<file path="config.mk">
export PLATFORM = sky130hd
export DESIGN_NAME = uart_receptor
export DESIGN_NICKNAME = d
export VERILOG_FILES = /design/src/rtl/uart_receptor_pkg.sv /design/src/rtl/uart_receptor_sync_2ff.sv /design/src/rtl/uart_receptor.sv
export SDC_FILE = /design/constraint.sdc
export NUM_CORES = 1
export LEC_CHECK = 0
export BUFFER_PORTS_ARGS = -buffer_cell sky130_fd_sc_hd__buf_2
export CORE_MARGIN = 3
export CORE_UTILIZATION = 30
export CTS_CLUSTER_DIAMETER = 30
export DETAILED_ROUTE_END_ITERATION = 8
export PLACE_DENSITY_LB_ADDON = 0.12
export RECOVER_POWER = 50
export SETUP_SLACK_MARGIN = 0.15
export SLEW_MARGIN = 25
export SYNTH_ARGS = -nofsm -noshare
export SYNTH_HDL_FRONTEND = slang
export SYNTH_SLANG_ARGS = --single-unit
</file>
<file path="constraint.sdc">
create_clock -name clk -period 2.2 [get_ports clk]
set_input_delay 0.11 -clock clk [delete_from_list [all_inputs] [get_ports clk]]
set_output_delay 0.11 -clock clk [all_outputs]
set_load 0.01 [all_outputs]
</file>
<file path="src/rtl/uart_receptor_pkg.sv">
// Shared UART definitions: one-hot receiver/transmitter states, oversampling
// constants and default frame format.
package uart_receptor_pkg;

   localparam int D_BIT_DEF  = 8;
   localparam int SB_BIT_DEF = 1;
   localparam int OVERSAMPLE = 16;
   localparam int MID_SAMPLE = 7;

   localparam logic [3:0] S_MID  = 4'(MID_SAMPLE);
   localparam logic [3:0] S_LAST = 4'(OVERSAMPLE - 1);

   typedef enum logic [3:0] {
      IDLE  = 4'b0001,
      START = 4'b0010,
      DATA  = 4'b0100,
      STOP  = 4'b1000
   } rx_state_t;

endpackage

</file>
<file path="src/rtl/uart_receptor_sync_2ff.sv">
// Two-flop synchroniser for a single asynchronous input; reset value is a
// parameter so idle-high lines do not see a false edge out of reset.
module sync_2ff #(
   parameter logic RST_VAL = 1'b1
) (
   input  logic i_clk,
   input  logic i_rst,
   input  logic i_d,
   output logic o_q
);

   logic r_meta;
   logic r_sync;

   always_ff @(posedge i_clk or posedge i_rst) begin
      if (i_rst) begin
         r_meta <= RST_VAL;
         r_sync <= RST_VAL;
      end else begin
         r_meta <= i_d;
         r_sync <= r_meta;
      end
   end

   assign o_q = r_sync;

endmodule

</file>
<file path="src/rtl/uart_receptor.sv">
// 16x oversampling UART receiver: start-bit validation at mid-bit, LSB-first
// data capture, stop-bit framing check and a one-clk rx_done strobe.
module uart_receptor
   import uart_receptor_pkg::*;
#(
   parameter int D_BIT  = D_BIT_DEF,
   parameter int SB_BIT = SB_BIT_DEF
) (
   input  logic             clk,
   input  logic             reset,
   input  logic             rx,
   input  logic             s_tick,
   output logic [D_BIT-1:0] d_out,
   output logic             rx_done,
   output logic             frame_err,
   output rx_state_t        dbg_state
);

   localparam logic [2:0] N_LAST = 3'(D_BIT - 1);
   localparam logic [1:0] C_LAST = 2'(SB_BIT - 1);

   logic w_rx_s;

   rx_state_t        r_state, w_state_nx;
   logic [3:0]       r_s, w_s_nx;
   logic [2:0]       r_n, w_n_nx;
   logic [1:0]       r_c, w_c_nx;
   logic [D_BIT-1:0] r_shreg, w_shreg_nx;
   logic             r_err, w_err_nx;
   logic [D_BIT-1:0] r_dout, w_dout_nx;
   logic             r_ferr, w_ferr_nx;
   logic             r_done, w_done_nx;

   sync_2ff #(.RST_VAL(1'b1)) u_rx_sync (
      .i_clk (clk),
      .i_rst (reset),
      .i_d   (rx),
      .o_q   (w_rx_s)
   );

   always_ff @(posedge clk or posedge reset) begin
      if (reset) begin
         r_state <= IDLE;
         r_s     <= '0;
         r_n     <= '0;
         r_c     <= '0;
         r_shreg <= '0;
         r_err   <= 1'b0;
         r_dout  <= '0;
         r_ferr  <= 1'b0;
         r_done  <= 1'b0;
      end else begin
         r_state <= w_state_nx;
         r_s     <= w_s_nx;
         r_n     <= w_n_nx;
         r_c     <= w_c_nx;
         r_shreg <= w_shreg_nx;
         r_err   <= w_err_nx;
         r_dout  <= w_dout_nx;
         r_ferr  <= w_ferr_nx;
         r_done  <= w_done_nx;
      end
   end

   always_comb begin
      w_state_nx = r_state;
      w_s_nx     = r_s;
      w_n_nx     = r_n;
      w_c_nx     = r_c;
      w_shreg_nx = r_shreg;
      w_err_nx   = r_err;
      w_dout_nx  = r_dout;
      w_ferr_nx  = r_ferr;
      w_done_nx  = 1'b0;

      if (s_tick) begin
         case (r_state)
            IDLE: begin
               if (!w_rx_s) begin
                  w_state_nx = START;
                  w_s_nx     = '0;
               end
            end
            START: begin
               // A start bit that is high again at mid-bit was only a glitch.
               if (r_s == S_MID) begin
                  if (!w_rx_s) begin
                     w_state_nx = DATA;
                     w_s_nx     = '0;
                     w_n_nx     = '0;
                  end else begin
                     w_state_nx = IDLE;
                  end
               end else begin
                  w_s_nx = r_s + 4'd1;
               end
            end
            DATA: begin
               if (r_s == S_LAST) begin
                  w_s_nx     = '0;
                  w_shreg_nx = {w_rx_s, r_shreg[D_BIT-1:1]};
                  if (r_n == N_LAST) begin
                     w_state_nx = STOP;
                     w_c_nx     = '0;
                     w_err_nx   = 1'b0;
                  end else begin
                     w_n_nx = r_n + 3'd1;
                  end
               end else begin
                  w_s_nx = r_s + 4'd1;
               end
            end
            STOP: begin
               // Leaving at mid stop bit lets an immediate next start edge be caught.
               if (r_s == S_LAST) begin
                  w_s_nx   = '0;
                  w_err_nx = r_err | ~w_rx_s;
                  if (r_c == C_LAST) begin
                     w_dout_nx  = r_shreg;
                     w_ferr_nx  = r_err | ~w_rx_s;
                     w_done_nx  = 1'b1;
                     w_state_nx = IDLE;
                  end else begin
                     w_c_nx = r_c + 2'd1;
                  end
               end else begin
                  w_s_nx = r_s + 4'd1;
               end
            end
            default: begin
               w_state_nx = IDLE;
               w_s_nx     = '0;
            end
         endcase
      end
   end

   assign d_out     = r_dout;
   assign rx_done   = r_done;
   assign frame_err = r_ferr;
   assign dbg_state = r_state;

endmodule

</file>
Word-level counts from Yosys, hierarchy flattened
Cells that the tools add are included.
{"block": "word_totals", "reg_bits": 34, "inputBits": 4, "output_inout_bits": 14}
{"block": "op_classes", "addsub": 3, "n_eq_ne": 16, "muxes": 30, "n_bitwise": 2, "reduce_logical": 10}
{"op": "$mux 4", "count": 9}
{"op": "$ne 2x2->1 const B", "count": 9}
{"op": "$pmux 4 s4", "count": 1}
{"op": "$mux 3", "count": 5}
{"op": "$pmux 4 s3", "count": 1}
{"op": "$reduce_and 6->1", "count": 2}
{"op": "$eq 4x3->1 const B", "count": 2}
{"op": "$eq 4x4->1 const B", "count": 2}
{"op": "$mux 2", "count": 4}
{"op": "$mux 1", "count": 7}
{"op": "$reduce_and 7->1", "count": 1}
{"op": "$pmux 3 s2", "count": 1}
{"op": "$reduce_and 5->1", "count": 1}
{"op": "$add 4x1->4 const B", "count": 1}
{"op": "$eq 4x1->1 const B", "count": 1}
{"op": "$eq 4x2->1 const B", "count": 1}
{"op": "$pmux 2 s2", "count": 1}
{"op": "$reduce_and 4->1", "count": 1}
{"op": "$reduce_bool 2->1", "count": 2}
{"op": "$add 3x1->3 const B", "count": 1}
{"op": "$eq 3x3->1 const B", "count": 1}
{"op": "$reduce_and 3->1", "count": 1}
{"op": "$add 2x1->2 const B", "count": 1}
{"op": "$logic_not 2->1", "count": 1}
{"op": "4 further kinds", "count": 4}

Depth between registers and ports, before layout
{"block": "depth", "ltp_word": 5, "mapped_depth": 7, "depth_no_buf": 6}

Cells and area by module
Synthesis repeated with hierarchy kept, for this count alone.
{"block": "unflattened", "cells_unflattened": 147, "hier_area_um2": 1670.4}
{"module": "uart_receptor", "n_inst": 1, "cells_per_inst": 144, "area_each_um2": 1614.0, "seq_area_each_um2": 802.0}
{"module": "sync_2ff", "n_inst": 1, "cells_per_inst": 3, "area_each_um2": 56.3, "seq_area_each_um2": 52.6}

Worst setup path before layout
OpenSTA, ideal clock, no wires.
{"block": "synth_path", "path_type": "flip-flop to flip-flop", "startpoint": "register r_state[3], in the netlist dbg_state[3]", "endpoint": "register r_dout[0], in the netlist d_out[0]", "setup_time_ps": 125, "arrival_ps": 1919, "required_time_ps": 2075, "slack_ps": 156, "path_stages_with_launch": 7, "synth_period_minus_slack_ps": 2044, "cell_sequence": "dfrtp_1 > buf_2 > or4b_1 > buf_2 > or3_4 > buf_6 > mux2_4"}
{"block": "synth_via", "elab_chain_len": 2}
{"element": "start, declared", "line_no": "uart_receptor.sv:24", "source": "rx_state_t r_state, w_state_nx;"}
{"element": "start signal, assigned", "line_no": "uart_receptor.sv:53", "source": "r_state <= w_state_nx;"}
{"element": "$eq 4x4->1", "line_no": "uart_receptor.sv:77", "source": "case (r_state)"}
{"element": "$reduce_and 4->1 (no line)"}
{"element": "end signal, assigned", "line_no": "uart_receptor.sv:59", "source": "r_dout <= w_dout_nx;"}
{"element": "end, declared", "line_no": "uart_receptor.sv:30", "source": "logic [D_BIT-1:0] r_dout, w_dout_nx;"}
Every way passes these cells.
A chain may end at the register's enable or synchronous reset.

Worst setup path in the final report
{"block": "layout_path", "startpoint": "register r_state[1], in the netlist dbg_state[1]", "endpoint": "register r_dout[0], in the netlist d_out[0]"}
Same word-level chain as after synthesis.

==> results.cfg <==
[status]
status = finished clean

[sta]
rsz0062_at_grt = true
setup_viol = 0
tightest_slew_ps = 862
holdWs_ps = 152
fin_crit_sh_pct = 87.3
relSlewSlack_pct = 42.5
hold_violations = 0
period_needed_ps = 1920
fmax_ghz = 0.521
tns_ps = 0
layout_setup_ws_ps = 280
drv_slew = 0
fin_skew_ps = 9.03

[final_layout]
ff_latch_area_sq_um = 858
n_antenna_cell = 0
fillers = 508
drive_gt1_share_pct = 34.1
final_cells = 246
final_util_pct = 38.9
layout.nets = 183
multiInputGateArea_sq_um = 771
areaGrowthSynthToFinish_pct = 21.2

[global_route]
grt_max_degree = 35
grt_first_pass_wirelength_mm = 5.90
use_met3_pct = 2.88
grt_remaining_overflow = 0
grt_pass1_vias = 1198
grtUsageMet1_pct = 15.3
grt_antenna_before_repair = 0
busiest_layer = met2
grt_usage_pct = 11.8
met2_usage_pct = 18.8

[run]
cap_viol_max_count = 0

[routing]
first_pass_iters = 4
drt_iter0_markers = 83
viasPerCell = 5.02
remaining_drc_errors = 0
via_count = 1235
drt_wl_total_mm = 3.58
wl_per_cell_microns = 14.5
ant_nets = 0

[clocking]
cts.path.max_buffers = 2
cts_max_level = 2
clock_tree.root_cell = clkbuf_8
cts.sinks = 34
clk_pin_slew_ps = 80
cts_tree = yes
clock_latency_ps = 290
numCtsBuffers = 5

[critical_path]
endpoint = d_out[0]
critPathKind = reg2reg
cp-start-kind = flip-flop
cp.required_ps = 2370
r2r_start = dbg_state[1]
r2r_setup_slack_ps = 280
critPathArrivalTime_ps = 2090
crit_path_max_fanout = 11
rr_endpoint = d_out[0]
critPathCaptureType = flip-flop
reg2regPathDepth = 3
critPathLaunch = dbg_state[1]

[synth]
synth_edf_count = 0
syn_area_per_cell_sq_um = 11.7
synth_top_area_share_pct = 45.9
yosysWarnings = 0
yosys_most_used_dff = dfrtp_1
yosysUniqueCellTypes = 39
synth-seq-cells = 34
syn-cell-area_sq_um = 1690
syn_inst = 145
yosys.cell_count.top_type = dfrtp_1
synthTopCellsByCount = dfrtp_1, inv_1, mux2_2, nor2_1
async_flop_share_pct = 100
synth_nets = 153
yosysTopAreaCell = dfrtp_1
ys_seq_area_share_pct = 50.5
synth_area_leaders = dfrtp_1, mux2_2, mux2_4

[power]
ir_drop_uv = 348
p_per_area_nw_per_um2 = 890
leakagePower_nw = 0.994

[floorplanning]
rows = 26
die_w_microns = 81.1
ioPinCount = 18
start_util_pct = 32.1
core-area_sq_um = 5270
die-area_sq_um = 6580
die_y_microns = 81.1

[placement]
gp_congestion = 0.765
post-dp-hpwl_mm = 2.39
dpl.cell_count = 234
place_ws_ps = 54.5
port-buffer-count = 17

[hold_path]
hold_depth = 3
hold_path_class = in2reg
cell type report:
class	instances	area share, %
flip-flops and latches	34	41.9
well taps	70	4.27
clock inverters	3	2.20
repair buffers	30	8.72
multi-input cells	93	37.6
inverters	11	2.01
clock buffers	5	3.36
placed cells by master, fill, tap and decap left out, types with 3 or more instances in the layout:
cell type,count
buf_2,12
mux2_4,7
a21oi_1,6
dfrtp_2,3
nor3_1,3
dfrtp_1,28
buf_4,10
mux2i_1,3
nand2_1,6
dfstp_2,3
nand3_1,4
inv_1,11
nor3b_1,3
o21ai_0,6
ha_1,4
nor2_1,8
clkbuf_1,5
mux2_2,11
clkbuf_8,5
logic make-up after synthesis:
group | after synthesis | synth area share (%)
AOI/OAI and AO/OA | 30 | 12.3
xor gates and xnor gates | 2 | 1.04
adders and majority gates | 4 | 2.96
buffers and inverters | 18 | 5.18
DFF | 34 | 50.5
muxes | 21 | 15.3
and+or+nand+nor | 36 | 12.7
registers in the layout (all words and copies together) (netlist names):
name              count
d_out                 8
r_shreg               8
dbg_state             4
r_s                   4
r_n                   3
r_c                   2
frame_err             1
r_err                 1
rx_done               1
u_rx_sync.o_q         1
u_rx_sync.r_meta      1
per-layer routing:
metal | wire [microns] | up-vias
met5 | 0 | -
met1 | 1700 | 612
met2 | 1670 | 28
li1 | - | 588
met3 | 138 | 7
met4 | 74 | 0
worst max-delay path, stage by stage (launching register included):
cell	delay (ps)
dfrtp_2	470
or4b_1	550
or3_4	450
mux2_4	330
stage by stage:
step                power (mW)  instance area, sq um
floorplan                 1.05                  1690
global placement          1.17                  1890
detailed placement        1.17                  1890
CTS                       1.79                  2030
global route              1.93                  2050
finish                    1.82                  2050
power by group:
group / switching (mW) / total [mW] / internal (mW)
Combinational: 0.238 / 0.466 / 0.228
Clock: 0.253 / 0.590 / 0.337
Sequential: 0.0923 / 0.769 / 0.677
worst min-delay path by stage:
stage | end | from | slack, ps
finish | r_s[2] | s_tick | 150
global route | r_s[2] | s_tick | 180
CTS | r_s[2] | s_tick | 150
detailed placement | u_rx_sync.r_meta | rx | 220
global placement | u_rx_sync.r_meta | rx | 210
floorplan | u_rx_sync.r_meta | rx | 110
what timing repair did:
action,4_1_cts,5_1_grt
endpoints found under the hold margin,32,0
resized for setup,2,6
hold buffers,2,0
endpoints found under the setup margin,2,6
setup buffers,0,2
cloned,0,0
pin swaps,0,2
No activity file was read; power rests on OpenSTA's default activity.
